**config.mk**
```make
export PLATFORM = sky130hd
export DESIGN_NAME = padd_issue
export DESIGN_NICKNAME = d
export VERILOG_FILES = /design/src/rtl/padd_issue.sv
export SDC_FILE = /design/constraint.sdc
export NUM_CORES = 1
export LEC_CHECK = 0
export CORE_MARGIN = 2
export CORE_UTILIZATION = 45
export CTS_CLUSTER_DIAMETER = 100
export DETAILED_ROUTE_END_ITERATION = 8
export DONT_BUFFER_PORTS = 1
export HOLD_SLACK_MARGIN = 0.05
export PLACE_DENSITY_LB_ADDON = 0.1
export SYNTH_ARGS = -nofsm -noshare
export SYNTH_HDL_FRONTEND = slang
export SYNTH_SLANG_ARGS = --single-unit
```
**constraint.sdc**
```tcl
create_clock -name Clock -period 10.3 [get_ports Clock]
set_clock_uncertainty 0.15 [all_clocks]
set_input_delay 1.545 -clock Clock [delete_from_list [all_inputs] [get_ports Clock]]
set_output_delay 1.545 -clock Clock [all_outputs]
set_load 0.02 [all_outputs]
```
**src/rtl/padd_issue.sv**
```systemverilog
// padd_issue: operand issue and in-order result collection around the PAdder pipelined 32-bit adder.
// Latency: LATENCY+1 edges from accept to Out_Valid. Sustained throughput is 1 op/cycle while Out_Ready=1.
// Backpressure: In_Ready is a credit check (FIFO entries + ops in flight < DEPTH), so a stalled consumer never loses a result.
// Ports: Clock/Reset_N (async active-low); In_* operand handshake; Add_* registered operands to and raw results from the adder;
//        Out_* result FIFO head with valid/ready; Op_Count counts FIFO pushes and wraps at 16 bits.
module padd_issue #(
   parameter int LATENCY = 4,
   parameter int DEPTH   = 8
) (
   input  logic        Clock,
   input  logic        Reset_N,
   input  logic        In_Valid,
   output logic        In_Ready,
   input  logic [31:0] In_A,
   input  logic [31:0] In_B,
   input  logic        In_CI,
   output logic [31:0] Add_A,
   output logic [31:0] Add_B,
   output logic        Add_CI,
   input  logic [31:0] Add_S,
   input  logic        Add_CO,
   output logic        Out_Valid,
   input  logic        Out_Ready,
   output logic [31:0] Out_Sum,
   output logic        Out_CO,
   output logic        Out_Ovf,
   output logic [15:0] Op_Count
);

   localparam int AW = $clog2(DEPTH);
   // Wide enough for DEPTH FIFO entries plus LATENCY+1 in-flight tags.
   localparam int CW = $clog2(DEPTH + LATENCY + 2);

   typedef struct packed {
      logic [31:0] sum;
      logic        co;
      logic        ovf;
   } res_t;

   logic accept;
   assign accept = In_Valid && In_Ready;

   // Adder operand registers: idle cycles feed zeros so the adder sees a quiet input.
   always_ff @(posedge Clock or negedge Reset_N) begin
      if (!Reset_N) begin
         Add_A  <= '0;
         Add_B  <= '0;
         Add_CI <= 1'b0;
      end else if (accept) begin
         Add_A  <= In_A;
         Add_B  <= In_B;
         Add_CI <= In_CI;
      end else begin
         Add_A  <= '0;
         Add_B  <= '0;
         Add_CI <= 1'b0;
      end
   end

   // Tag stage 0 sits alongside the Add_* registers; stage LATENCY is the cycle in which
   // Add_S/Add_CO belong to that op. The adder cannot stall, so neither does this pipe.
   logic [LATENCY:0] tag_vld;
   logic [LATENCY:0] tag_a31;
   logic [LATENCY:0] tag_b31;

   always_ff @(posedge Clock or negedge Reset_N) begin
      if (!Reset_N) begin
         tag_vld <= '0;
         tag_a31 <= '0;
         tag_b31 <= '0;
      end else begin
         tag_vld <= {tag_vld[LATENCY-1:0], accept};
         tag_a31 <= {tag_a31[LATENCY-1:0], In_A[31]};
         tag_b31 <= {tag_b31[LATENCY-1:0], In_B[31]};
      end
   end

   logic push;
   logic pop;
   logic full;
   logic empty;
   res_t wr_res;
   res_t head;

   assign push       = tag_vld[LATENCY];
   assign wr_res.sum = Add_S;
   assign wr_res.co  = Add_CO;
   // Signed overflow: operands agree in sign but the sum does not.
   assign wr_res.ovf = (tag_a31[LATENCY] == tag_b31[LATENCY]) && (Add_S[31] != tag_a31[LATENCY]);

   // Result FIFO; pointers carry one extra wrap bit to tell full from empty.
   logic [AW:0] wr_ptr;
   logic [AW:0] rd_ptr;
   logic [AW:0] fifo_count;
   res_t        mem [DEPTH];

   assign fifo_count = wr_ptr - rd_ptr;
   assign empty      = (wr_ptr == rd_ptr);
   assign full       = (wr_ptr[AW] != rd_ptr[AW]) && (wr_ptr[AW-1:0] == rd_ptr[AW-1:0]);
   assign pop        = !empty && Out_Ready;

   // Storage needs no reset: nothing is read from it until a push has filled the slot.
   always_ff @(posedge Clock) begin
      if (push) begin
         mem[wr_ptr[AW-1:0]] <= wr_res;
      end
   end

   always_ff @(posedge Clock or negedge Reset_N) begin
      if (!Reset_N) begin
         wr_ptr   <= '0;
         rd_ptr   <= '0;
         Op_Count <= '0;
      end else begin
         if (push) begin
            wr_ptr   <= wr_ptr + 1'b1;
            Op_Count <= Op_Count + 16'd1;
         end
         if (pop) begin
            rd_ptr <= rd_ptr + 1'b1;
         end
      end
   end

   // Head is masked while empty so stale or never-written slots do not leak onto Out_*.
   assign head      = mem[rd_ptr[AW-1:0]];
   assign Out_Valid = !empty;
   assign Out_Sum   = empty ? 32'd0 : head.sum;
   assign Out_CO    = empty ? 1'b0  : head.co;
   assign Out_Ovf   = empty ? 1'b0  : head.ovf;

   // Every op still in the pipe already owns a FIFO slot; count them against DEPTH.
   logic [CW-1:0] inflight;
   always_comb begin
      inflight = '0;
      for (int i = 0; i <= LATENCY; i++) begin
         inflight = inflight + CW'(tag_vld[i]);
      end
   end

   assign In_Ready = (CW'(fifo_count) + inflight) < CW'(DEPTH);

   // The credit check makes this unreachable; firing means the credit accounting is broken.
   assert property (@(posedge Clock) disable iff (!Reset_N) !(push && full && !pop));

endmodule

```
==> After elaboration in Yosys (flattened, before gate mapping) <==
Memories as Yosys holds them, arrays and structs flattened.
Index checks and enable logic that the tools add are counted.
{ "classes": {"bitwise": 0, "order_cmp": 1, "add_sub_neg": 9, "n_mux": 8, "eq_ne": 3, "shifts": 0, "n_reduce_logical": 4, "n_div": 0, "n_mul": 0} }
{ "op_table": {"columns": ["op", "count"], "rows": [
  ["2-to-1 mux 32 bit", 3],
  ["adder 16 x 1 -> 16 bit (second input constant)", 1],
  ["adder 4 x 1 -> 4 bit (second input constant)", 2],
  ["2-to-1 mux 1 bit", 5],
  ["adder 3 x 1 -> 4 bit", 1],
  ["adder 4 x 1 -> 4 bit", 1],
  ["adder 4 bit", 1],
  ["== test 4 bit", 1],
  ["< comparator 4 bit (second input constant)", 1],
  ["subtractor 4 bit", 1],
  ["adder 2 x 1 -> 3 bit", 1],
  ["logical AND 1 bit", 3],
  ["adder 1 x 1 -> 2 bit", 1],
  ["== test 1 bit", 1],
  ["zero test 1 bit", 1],
  ["!= test 1 bit", 1]
]} }
{ "word_totals": {"out_inout_bits": 117, "ff_bits": 104, "inputBits": 102, "latch_bits": 0, "rom_bits": 0, "n_memories": 1, "ramBits": 272} }
{ "memory_table": {"columns": ["name", "depth", "width", "read_ports", "rd_clocked_by_memory_dff", "write_ports", "line_no", "rtl"], "rows": [
  ["mem", 8, 34, 1, 0, 1, "95", "res_t mem [DEPTH];"]
]} }

==> Depth between registers and ports, before layout <==
{ "depth": {"ltp_word": 8, "mapped_depth": 13} }

==> Worst setup path after synthesis <==
Ideal clock, no wire load.
{ "synth_path": {"path_kind": "register to output", "start": "register rd_ptr[1]", "end": "output In_Ready", "stages_incl_launch_ff": 14, "slack_ns": 5.564, "path_buffers": 4, "arrival_ns": 3.041, "cell_sequence": "dfrtp_1 -> clkbuf_1 -> clkbuf_1 -> inv_1 -> ha_1 -> ha_1 -> ha_1 -> ha_1 -> a31o_2 -> a21oi_1 -> xnor2_2 -> buf_6 -> buf_6 -> inv_1"} }
{ "synth_between": {"elab_chain_len": 3} }
{ "synth_lines": {"columns": ["item", "line_no", "rtl"], "rows": [
  ["from (decl)", "93", "logic [AW:0] rd_ptr;"],
  ["from (signal assigned)", "120", "rd_ptr <= rd_ptr + 1'b1;"],
  ["subtractor 4 bit", "97", "assign fifo_count = wr_ptr - rd_ptr;"],
  ["adder 4 bit", "141", "assign In_Ready = (CW'(fifo_count) + inflight) < CW'(DEPTH);"],
  ["< comparator 4 bit", "141", null],
  ["to (decl)", "13", "output logic In_Ready,"]
]} }
No other way between the ends.

==> Final worst setup path <==
Same ends and word-level chain as after synthesis.

==> reports/qor.yml <==
outcome: "finished, final reports clean"
swShare_pct: 37.7
finalHoldViolations: 0
core_area_mm2: 0.0313
dieArea_mm2: 0.0330
grt_pass1_wl_um: 43500
critPathLaunchType: "flop"
hold_end: "tag_a31[2]"
cts_resized: 0
layout_min_cycle_time_ps: 6200
synth-edff-count: 272
worstPathArrival_ps: 4510
drt-initial-drc-count: 441
min_period_over_period_pct: 60.2
setup_violations: 0
r2r_slack_ps: 6060
port_buffers: 0
routed-via-count: 6815
n_antenna_cell: 0
synth_top_area_cell: "edfxtp_1"
max_slew_margin_pct: 14.0
reg2reg_depth: 10
drive_above_1_share_pct: 17.7
max_freq_mhz: 161
syn-num-nets: 939
syn_inst: 823
cts_tree: "built"
rsz0062_at_grt: "false"
die_y_um: 182
grt_pass1_vias: 7587
muxShareOfSynthArea_pct: 11.0
power_frac_seq_pct: 42.1
place_congestion: 0.814
tightest_slew_ps: 1280
antenna_found_initial: 0
cp_max_fo: 72
synth.cell_area_mm2: 0.0142
clk_latency_ps: 510
p_leak_nw: 5.74
synth.area.top_cells: "edfxtp_1, dfrtp_1, mux4_2, nand2_1, nor2_1"
pwr-share-comb_pct: 33.4
post-place-ws_ps: 4570
cts.sinks: 376
hpwl_um: 16800
yosysMostFrequentCell: "edfxtp_1"
h-tree-depth: 2
area_growth_pct: 11.4
synth_top_family_by_area: "multiplexers"
worst_ir_drop_vdd_mv: 0.397
overflow: 0
die_w_um: 182
clock_path_buffers: 3
crit_type: "reg2out"
power.switching_mw: 1.95
synth_compound_area_share_pct: 1.33
initial_core_util_pct: 45.4
grt_max_degree: 105
synth-seq-cells: 376
rr_endpoint: "Add_B[10]"
post_cts_buffers: 0
cts_buffers: 39
final_core_util_pct: 50.5
synth-seq-area-share_pct: 75.8
root_buffer: "clkbuf_16"
end_kind: "output port"
synth_top_area_share_pct: 57.5
synth_xor_area_share_pct: 1.81
power.density_mw_per_mm2: 327
hold_start: "tag_a31[1]"
ios: 219
synth_commonest_cells: "edfxtp_1, nand2_1, dfrtp_1"
fin_ws_ps: 4100
whs_path_depth: 0
dp_cells: 1194
ys_types: 32
clock_power_share_pct: 24.5
grt_use_total_pct: 17.5
synthFlopType: "edfxtp_1"
finalMaxSlewViolations: 0
worstPathRequired_ps: 8610
r2r-start: "rd_ptr[1]"
hold_buffers: 0
drt-wirelength-per-cell_um: 22.3
post_synth.cell_area_avg_um2: 17.3
max_cap_violations: 0
finalSetupTns_ps: 0
clk_pin_slew_worst_paths_ps: 50
avgViaCountPerCell: 5.40
ys_async_sr_fraction_pct: 27.7
dr.pass1.iters: 4
fin_nets: 949
wl_um: 28100
hold_class: "reg2reg"
yosysWarnings: 0
final_cells: 1261
ant_nets: 0
internal-power_mw: 3.22
rows: 65
drc_errors: 0
synth_fa_ha_area_share_pct: 1.34
synthSimpleGateAreaFrac_pct: 6.92
[cell usage in the layout (no fill, tap or decap), drive strengths merged]
| master | synthesis | layout |
|---|---|---|
| a31o | 1 | 1 |
| inv | 10 | 11 |
| mux2 | 3 | 3 |
| mux4 | 68 | 68 |
| or2 | 1 | 1 |
| nor4 | 1 | 1 |
| xnor3 | 1 | 1 |
| nand4 | 5 | 5 |
| clkbuf | 24 | 50 |
| xnor2 | 14 | 14 |
| nand3 | 3 | 3 |
| buf | 18 | 11 |
| nand2 | 145 | 145 |
| nor2 | 77 | 77 |
| a21oi | 35 | 35 |
| and3 | 2 | 2 |
| fa | 2 | 2 |
| dfrtp | 104 | 104 |
| o21ai | 1 | 1 |
| nand2b | 4 | 4 |
| and4 | 1 | 1 |
| ha | 12 | 12 |
| xor2 | 11 | 11 |
| edfxtp | 272 | 272 |
| nor2b | 2 | 2 |
| clkinv | 1 | 17 |
| nor3 | 5 | 5 |
[final cells by class]
type	instances	area [um^2]
Clock inverter	17	78.8
Timing Repair Buffer	11	82.6
Sequential cell	376	10800
Multi-Input combinational cell	394	3250
Inverter	11	41.3
Clock buffer	50	1080
Fill cell	2553	15500
Tap cell	402	503
[worst max-delay path by stage]
stage | end | slack, ps | start
3_5_place_dp | In_Ready | 4570 | rd_ptr[1]
2_1_floorplan | In_Ready | 5560 | rd_ptr[1]
4_1_cts | In_Ready | 4000 | rd_ptr[1]
6_report | In_Ready | 4100 | rd_ptr[1]
3_3_place_gp | In_Ready | 4630 | rd_ptr[1]
5_1_grt | In_Ready | 3740 | rd_ptr[1]
[flip-flops by register name, indices dropped and copies added, names as in the netlist]
register / count
Add_CI: 1
Add_A: 32
Op_Count: 16
wr_ptr: 4
rd_ptr: 4
Add_B: 32
tag_a31: 5
tag_vld: 5
mem: 272
tag_b31: 5
[cells by family (layout without fill, tap and decap cells)]
kind of cell,Yosys count,in the layout
AO/OA/AOI/OAI,37,37
XOR/XNOR,26,26
adder cells (fa/ha/maj),14,14
buffers and inverters,53,89
flip-flops,376,376
multiplexers,71,71
AND/OR/NAND/NOR,246,246
[per-layer routing]
metal | vias up | GRT usage, % | wire length (um)
met2 | 226 | 31.1 | 14600
li1 | 3036 | - | -
met5 | - | 0 | 0
met3 | 38 | 6.10 | 2320
met1 | 3515 | 20.3 | 10700
met4 | 0 | 4.16 | 473
[through the flow]
| stage | hold slack [ps] | power, mW | area (um^2) |
|---|---|---|---|
| after floorplan | 181 | 3.69 | 14200 |
| after global placement | 181 | 3.92 | 14700 |
| after detailed placement | 185 | 3.99 | 14700 |
| after CTS | 196 | 5.25 | 15800 |
| after global routing | 210 | 5.51 | 15800 |
| final | 195 | 5.16 | 15800 |
[power groups by stage]
stage / Sequential, mW / Combinational, mW / Clock, mW
2_1_floorplan: 2.05 / 1.64 / 0
3_3_place_gp: 2.20 / 1.72 / 0
3_5_place_dp: 2.21 / 1.78 / 0
4_1_cts: 2.19 / 1.76 / 1.30
5_1_grt: 2.21 / 1.93 / 1.36
6_report: 2.17 / 1.72 / 1.27
[critical path: stages, from the launching register on]
cell     delay, ps
dfrtp_4       1170
inv_1          110
ha_1           330
ha_1           300
ha_1           300
ha_1           290
a31o_2         190
a21oi_1        360
xnor2_4        160
buf_4          510
inv_1          250
(Power assumes the default switching activity.)
